### src/rtl/socket_pkg.sv
// socket_pkg
//   Definitions shared by the socket-side blocks of the socket-to-module link:
//   default word width, the occupancy-width helper and the error-flag record
//   so sibling socket blocks report errors identically.
package socket_pkg;

    localparam int DEFAULT_DATA_WIDTH = 8;

    // Occupancy runs 0..depth inclusive, so it needs one bit more than an index.
    function automatic int level_width(input int depth);
        return $clog2(depth) + 1;
    endfunction

    typedef struct packed {
        logic ovf;
        logic unf;
    } socket_err_t;

endpackage

### src/rtl/socket_fifo_mem.sv
// socket_fifo_mem
//   DEPTH x DATA_WIDTH storage array: synchronous write port, combinational
//   read port. Contents are never reset.
//   Ports:
//     clk      - write clock (rising edge)
//     wr_en    - write strobe
//     wr_addr  - write index
//     wr_data  - write word
//     rd_addr  - read index
//     rd_data  - word at rd_addr (combinational)
module socket_fifo_mem
    import socket_pkg::*;
#(
    parameter int DATA_WIDTH = DEFAULT_DATA_WIDTH,
    parameter int DEPTH      = 16,
    parameter int AW         = $clog2(DEPTH)
) (
    input  logic                  clk,
    input  logic                  wr_en,
    input  logic [AW-1:0]         wr_addr,
    input  logic [DATA_WIDTH-1:0] wr_data,
    input  logic [AW-1:0]         rd_addr,
    output logic [DATA_WIDTH-1:0] rd_data
);

    logic [DATA_WIDTH-1:0] mem [DEPTH];

    always_ff @(posedge clk) begin
        if (wr_en) begin
            mem[wr_addr] <= wr_data;
        end
    end

    assign rd_data = mem[rd_addr];

endmodule

### src/rtl/socket_tx_fifo.sv
// socket_tx_fifo
//   Socket-side producer: a host pushes words through a write port, they are
//   buffered in a first-word-fall-through FIFO and presented to the module as
//   data/dv/full; the module pops with rd_en.
//   Ports:
//     clk      - single clock, rising edge
//     rst      - asynchronous, active-low reset
//     wr_en    - host push request
//     wr_data  - host push word
//     wr_full  - host backpressure (same as full)
//     data     - head-of-FIFO word, 0 while empty
//     dv       - FIFO non-empty
//     full     - FIFO holds DEPTH words
//     rd_en    - module pop request
//     level    - occupancy 0..DEPTH
//     ovf_err  - sticky: push refused because full and no pop
//     unf_err  - sticky: rd_en while empty
module socket_tx_fifo
    import socket_pkg::*;
#(
    parameter int DATA_WIDTH = DEFAULT_DATA_WIDTH,
    parameter int DEPTH      = 16
) (
    input  logic                          clk,
    input  logic                          rst,
    input  logic                          wr_en,
    input  logic [DATA_WIDTH-1:0]         wr_data,
    output logic                          wr_full,
    output logic [DATA_WIDTH-1:0]         data,
    output logic                          dv,
    output logic                          full,
    input  logic                          rd_en,
    output logic [level_width(DEPTH)-1:0] level,
    output logic                          ovf_err,
    output logic                          unf_err
);

    localparam int AW = $clog2(DEPTH);
    localparam int LW = level_width(DEPTH);

    logic [AW-1:0]         wr_ptr;
    logic [AW-1:0]         rd_ptr;
    logic [LW-1:0]         level_q;
    socket_err_t           err_q;
    logic                  push;
    logic                  pop;
    logic [DATA_WIDTH-1:0] head;

    // Flags decode from the registered level only.
    assign dv   = (level_q != '0);
    assign full = (level_q == LW'(DEPTH));

    // A push into a full FIFO is only taken when a pop frees a slot this cycle.
    assign pop  = rd_en & dv;
    assign push = wr_en & (~full | pop);

    always_ff @(posedge clk or negedge rst) begin
        if (!rst) begin
            wr_ptr  <= '0;
            rd_ptr  <= '0;
            level_q <= '0;
            err_q   <= '0;
        end else begin
            if (push) begin
                wr_ptr <= wr_ptr + 1'b1;
            end
            if (pop) begin
                rd_ptr <= rd_ptr + 1'b1;
            end
            if (push && !pop) begin
                level_q <= level_q + 1'b1;
            end else if (pop && !push) begin
                level_q <= level_q - 1'b1;
            end
            if (wr_en && !push) begin
                err_q.ovf <= 1'b1;
            end
            if (rd_en && !dv) begin
                err_q.unf <= 1'b1;
            end
        end
    end

    socket_fifo_mem #(
        .DATA_WIDTH (DATA_WIDTH),
        .DEPTH      (DEPTH),
        .AW         (AW)
    ) u_mem (
        .clk     (clk),
        .wr_en   (push),
        .wr_addr (wr_ptr),
        .wr_data (wr_data),
        .rd_addr (rd_ptr),
        .rd_data (head)
    );

    // Array is not reset, so mask stale contents whenever the FIFO is empty.
    assign data    = dv ? head : '0;
    assign wr_full = full;
    assign level   = level_q;
    assign ovf_err = err_q.ovf;
    assign unf_err = err_q.unf;

endmodule

### config.mk
export PLATFORM = sky130hd
export DESIGN_NAME = socket_tx_fifo
export DESIGN_NICKNAME = d
export VERILOG_FILES = /design/src/rtl/socket_pkg.sv /design/src/rtl/socket_fifo_mem.sv /design/src/rtl/socket_tx_fifo.sv
export SDC_FILE = /design/constraint.sdc
export NUM_CORES = 1
export LEC_CHECK = 0
export BUFFER_PORTS_ARGS = -buffer_cell sky130_fd_sc_hd__buf_2
export CAP_MARGIN = 30
export CORE_MARGIN = 4
export CORE_UTILIZATION = 50
export CTS_CLUSTER_DIAMETER = 30
export DETAILED_ROUTE_END_ITERATION = 10
export PLACE_DENSITY_LB_ADDON = 0.15
export SLEW_MARGIN = 20
export SYNTH_ARGS = -nofsm -noshare
export SYNTH_HDL_FRONTEND = slang
export SYNTH_SLANG_ARGS = --single-unit
### constraint.sdc
create_clock -name clk -period 6.5 [get_ports clk]
set_input_delay 0.65 -clock clk [delete_from_list [all_inputs] [get_ports clk]]
set_output_delay 0.65 -clock clk [all_outputs]
set_load 0.05 [all_outputs]
==> impl_metrics.py <==
metrics = {
    "floorplan": {
        "boundaryPins": 30,
        "die_h_um": 117,
        "fp.dieW_um": 117,
        "initial_utilization": 0.516,
        "core-area_mm2": 0.0115,
        "die_area_mm2": 0.0137,
        "num_rows": 39,
    },
    "logic_synthesis": {
        "synth-seq-cells": 143,
        "synth_fa_ha_area_frac": 0.0223,
        "yosysMostFrequentCell": "edfxtp_1",
        "synthTopCellsByArea": "edfxtp_1 65%, mux4_2 8.7%, dfrtp_1 6.3%",
        "syn-cell-area_mm2": 0.00594,
        "ys_types": 43,
        "syn-num-nets": 328,
        "synth_ff_type": "edfxtp_1",
        "synth_mux_area_frac": 0.158,
        "syn_avg_cell_area_um2": 19.4,
        "yosys-top-cells-count": "128 x edfxtp_1, 23 x mux4_2, 15 x dfrtp_1",
        "synth_compound_area_frac": 0.0303,
        "synth_simple_gate_area_frac": 0.0327,
        "async_flop_share": 0.105,
        "yosysTopAreaCell": "edfxtp_1",
        "yosysWarnings": 0,
        "synth_seq_area_share": 0.711,
        "synth_xor_area_frac": 0.0133,
        "synth_top_family_by_area": "multiplexers",
        "netlist_instances": 306,
        "synth_top_area_share": 0.647,
        "synth_edf_count": 128,
    },
    "critical_path": {
        "critPathKind": "reg2out",
        "ff2ff_setup_slack_ns": 3.55,
        "crit_fanout": 21,
        "worstPathArrival_ns": 3.05,
        "worstSetupStartpointType": "flip-flop",
        "required_ns": 5.85,
        "crit_path_end_kind": "output port",
    },
    "cells_and_area": {
        "multi_input_area_mm2": 0.00154,
        "design_area_mm2": 0.00672,
        "area_growth_pct": 13.2,
        "diodes": 0,
        "stdcell_count": 497,
        "final_util": 0.583,
        "regArea_mm2": 0.00422,
        "nNetsFinal": 363,
        "layout-drive-gt1-share": 0.277,
        "num-fill-cells": 872,
    },
    "grt": {
        "grt_usage": 0.181,
        "globalRouteOverflowTotal": 0,
        "grt_max_degree": 26,
        "grt_pass1_vias": 2990,
        "grt_pass1_wl_um": 17400,
        "grt_antenna_before_repair": 0,
    },
    "place": {
        "globalplace.congestion": 0.722,
        "dp.cells": 465,
        "port-buffer-count": 29,
        "pre_cts_ws_ns": 3.19,
        "place_area_mm2": 0.00614,
        "dp_hpwl_um": 6950,
    },
    "power_and_ir_drop": {
        "p_leak_nw": 2.33,
        "peakVddDrop_uv": 272,
        "p_int_mw": 2.14,
        "power_mw": 3.30,
        "p_comb_frac": 0.343,
        "p_per_area_mw_per_mm2": 492,
        "swShare": 0.351,
        "clkPwrFrac": 0.278,
        "p_sw_mw": 1.16,
        "seqPwrFrac": 0.379,
    },
    "clock_network": {
        "cts_buffers": 17,
        "htreeDepth": 4,
        "clock_latency_ns": 0.41,
        "clkTransAtPathRegs_ns": 0.06,
        "clock_path_buffers": 2,
        "cts_tree": "yes",
        "cts-root-buf": "clkbuf_16",
        "ctsResizeCount": 0,
        "postCtsSetupBuffers": 0,
        "hold_buffers": 0,
        "clock-sinks": 143,
    },
    "timing": {
        "rsz0062_at_grt": "no",
        "fmax_ghz": 0.271,
        "finalCritPeriodShare": 0.568,
        "hold_ws_ns": 0.150,
        "setup_viol": 0,
        "tightest_slew_ns": 0.956,
        "finalCriticalPeriod_ns": 3.70,
        "finClkSkew_ns": 0.00904,
        "worst_slack_ns": 2.80,
        "fin_tns_setup_ns": 0,
        "final_hold_viol_count": 0,
        "maxSlewViolCount": 0,
        "maxSlewHeadroom": 0.360,
    },
    "detailed_routing": {
        "drc": 0,
        "avgViaCountPerCell": 5.71,
        "antenna_left": 0,
        "num_vias": 2840,
        "first_pass_iters": 5,
        "dr.first_iter.drc_count": 240,
        "wl_um": 11200,
        "wire_per_inst_um": 22.5,
    },
    "hold_path": {
        "hold_path_class": "in2async",
    },
    "outcome": {
        "status": "finished clean",
    },
    "run": {
        "max_cap_viol_count": 0,
    },
}
==> registers in the layout, summed over array words and instances, names as in the netlist <==
name,count
level,5
ovf_err,1
rd_ptr,4
u_mem.mem,128
unf_err,1
wr_ptr,4
==> final cells by class <==
class,instances,area share
flip-flops and latches,143,0.628
multi-input cells,138,0.229
clock buffers,29,0.0836
well taps,143,0.0266
repair buffers,33,0.0261
inverters,8,0.00447
clock inverters,3,0.00261
==> per-layer routing <==
metal  track usage  up-vias  wire [µm]
met5             0        -          0
met4        0.0459        0         31
met3        0.0545        2        602
met2         0.284       81       5530
met1         0.250     1463       5020
li1              -     1294          -
==> power groups by stage <==
stage | Combinational [mW] | Clock, mW | Sequential (mW)
after floorplan | 0.934 | 0 | 1.27
after global placement | 1.14 | 0 | 1.26
after detailed placement | 1.15 | 0 | 1.27
after CTS | 1.16 | 0.933 | 1.25
after global routing | 1.23 | 0.979 | 1.27
final | 1.13 | 0.917 | 1.25
==> worst max-delay path, stage by stage (launching register included) <==
cell and delay, ns:
dfrtp_1 0.76, buf_4 0.46, mux4_1 0.61, mux2_2 0.30, o21ai_1 0.12, a21oi_1 0.09, buf_2 0.27
==> logic make-up after synthesis <==
| family | Yosys count |
|---|---|
| adders and majority gates | 10 |
| AOI/OAI and AO/OA | 30 |
| and+or+nand+nor | 40 |
| DFF | 143 |
| xor gates and xnor gates | 9 |
| buffers and inverters | 25 |
| muxes | 49 |
==> worst paths after layout <==
kind | start | cells after the start | endpoint
worst max register to register | level[0] | 10 | level[4]
min in group clk | ovf_err | 1 | ovf_err
worst max-delay path | rd_ptr[1] | 6 | data[4]
worst min register to register | ovf_err | 1 | ovf_err
worst min-delay path | rst | 1 | ovf_err
max in group asynchronous | rst | 1 | level[2]
==> layout by cell type, fill, tap and decap left out, drive strengths merged <==
cell type and n:
a21oi 9, o21bai 1, clkinv 2, a21o 1
nor2b 1, buf 33, mux2i 8, fa 1
edfxtp 128, o2111ai 2, clkinvlp 1, inv 8
mux2 9, nand2b 3, dfrtp 15, xor2 2
a31o 1, nor3 5, nand2 10, or3 2
nor4 1, a31oi 1, and2 1, nor2 12
xnor2 7, o311ai 1, nand4 1, and3 1
ha 9, o21ai 13, clkbuf 29, o21a 1
nand3 3, mux4 32
No activity file was read; power rests on OpenSTA's default activity.
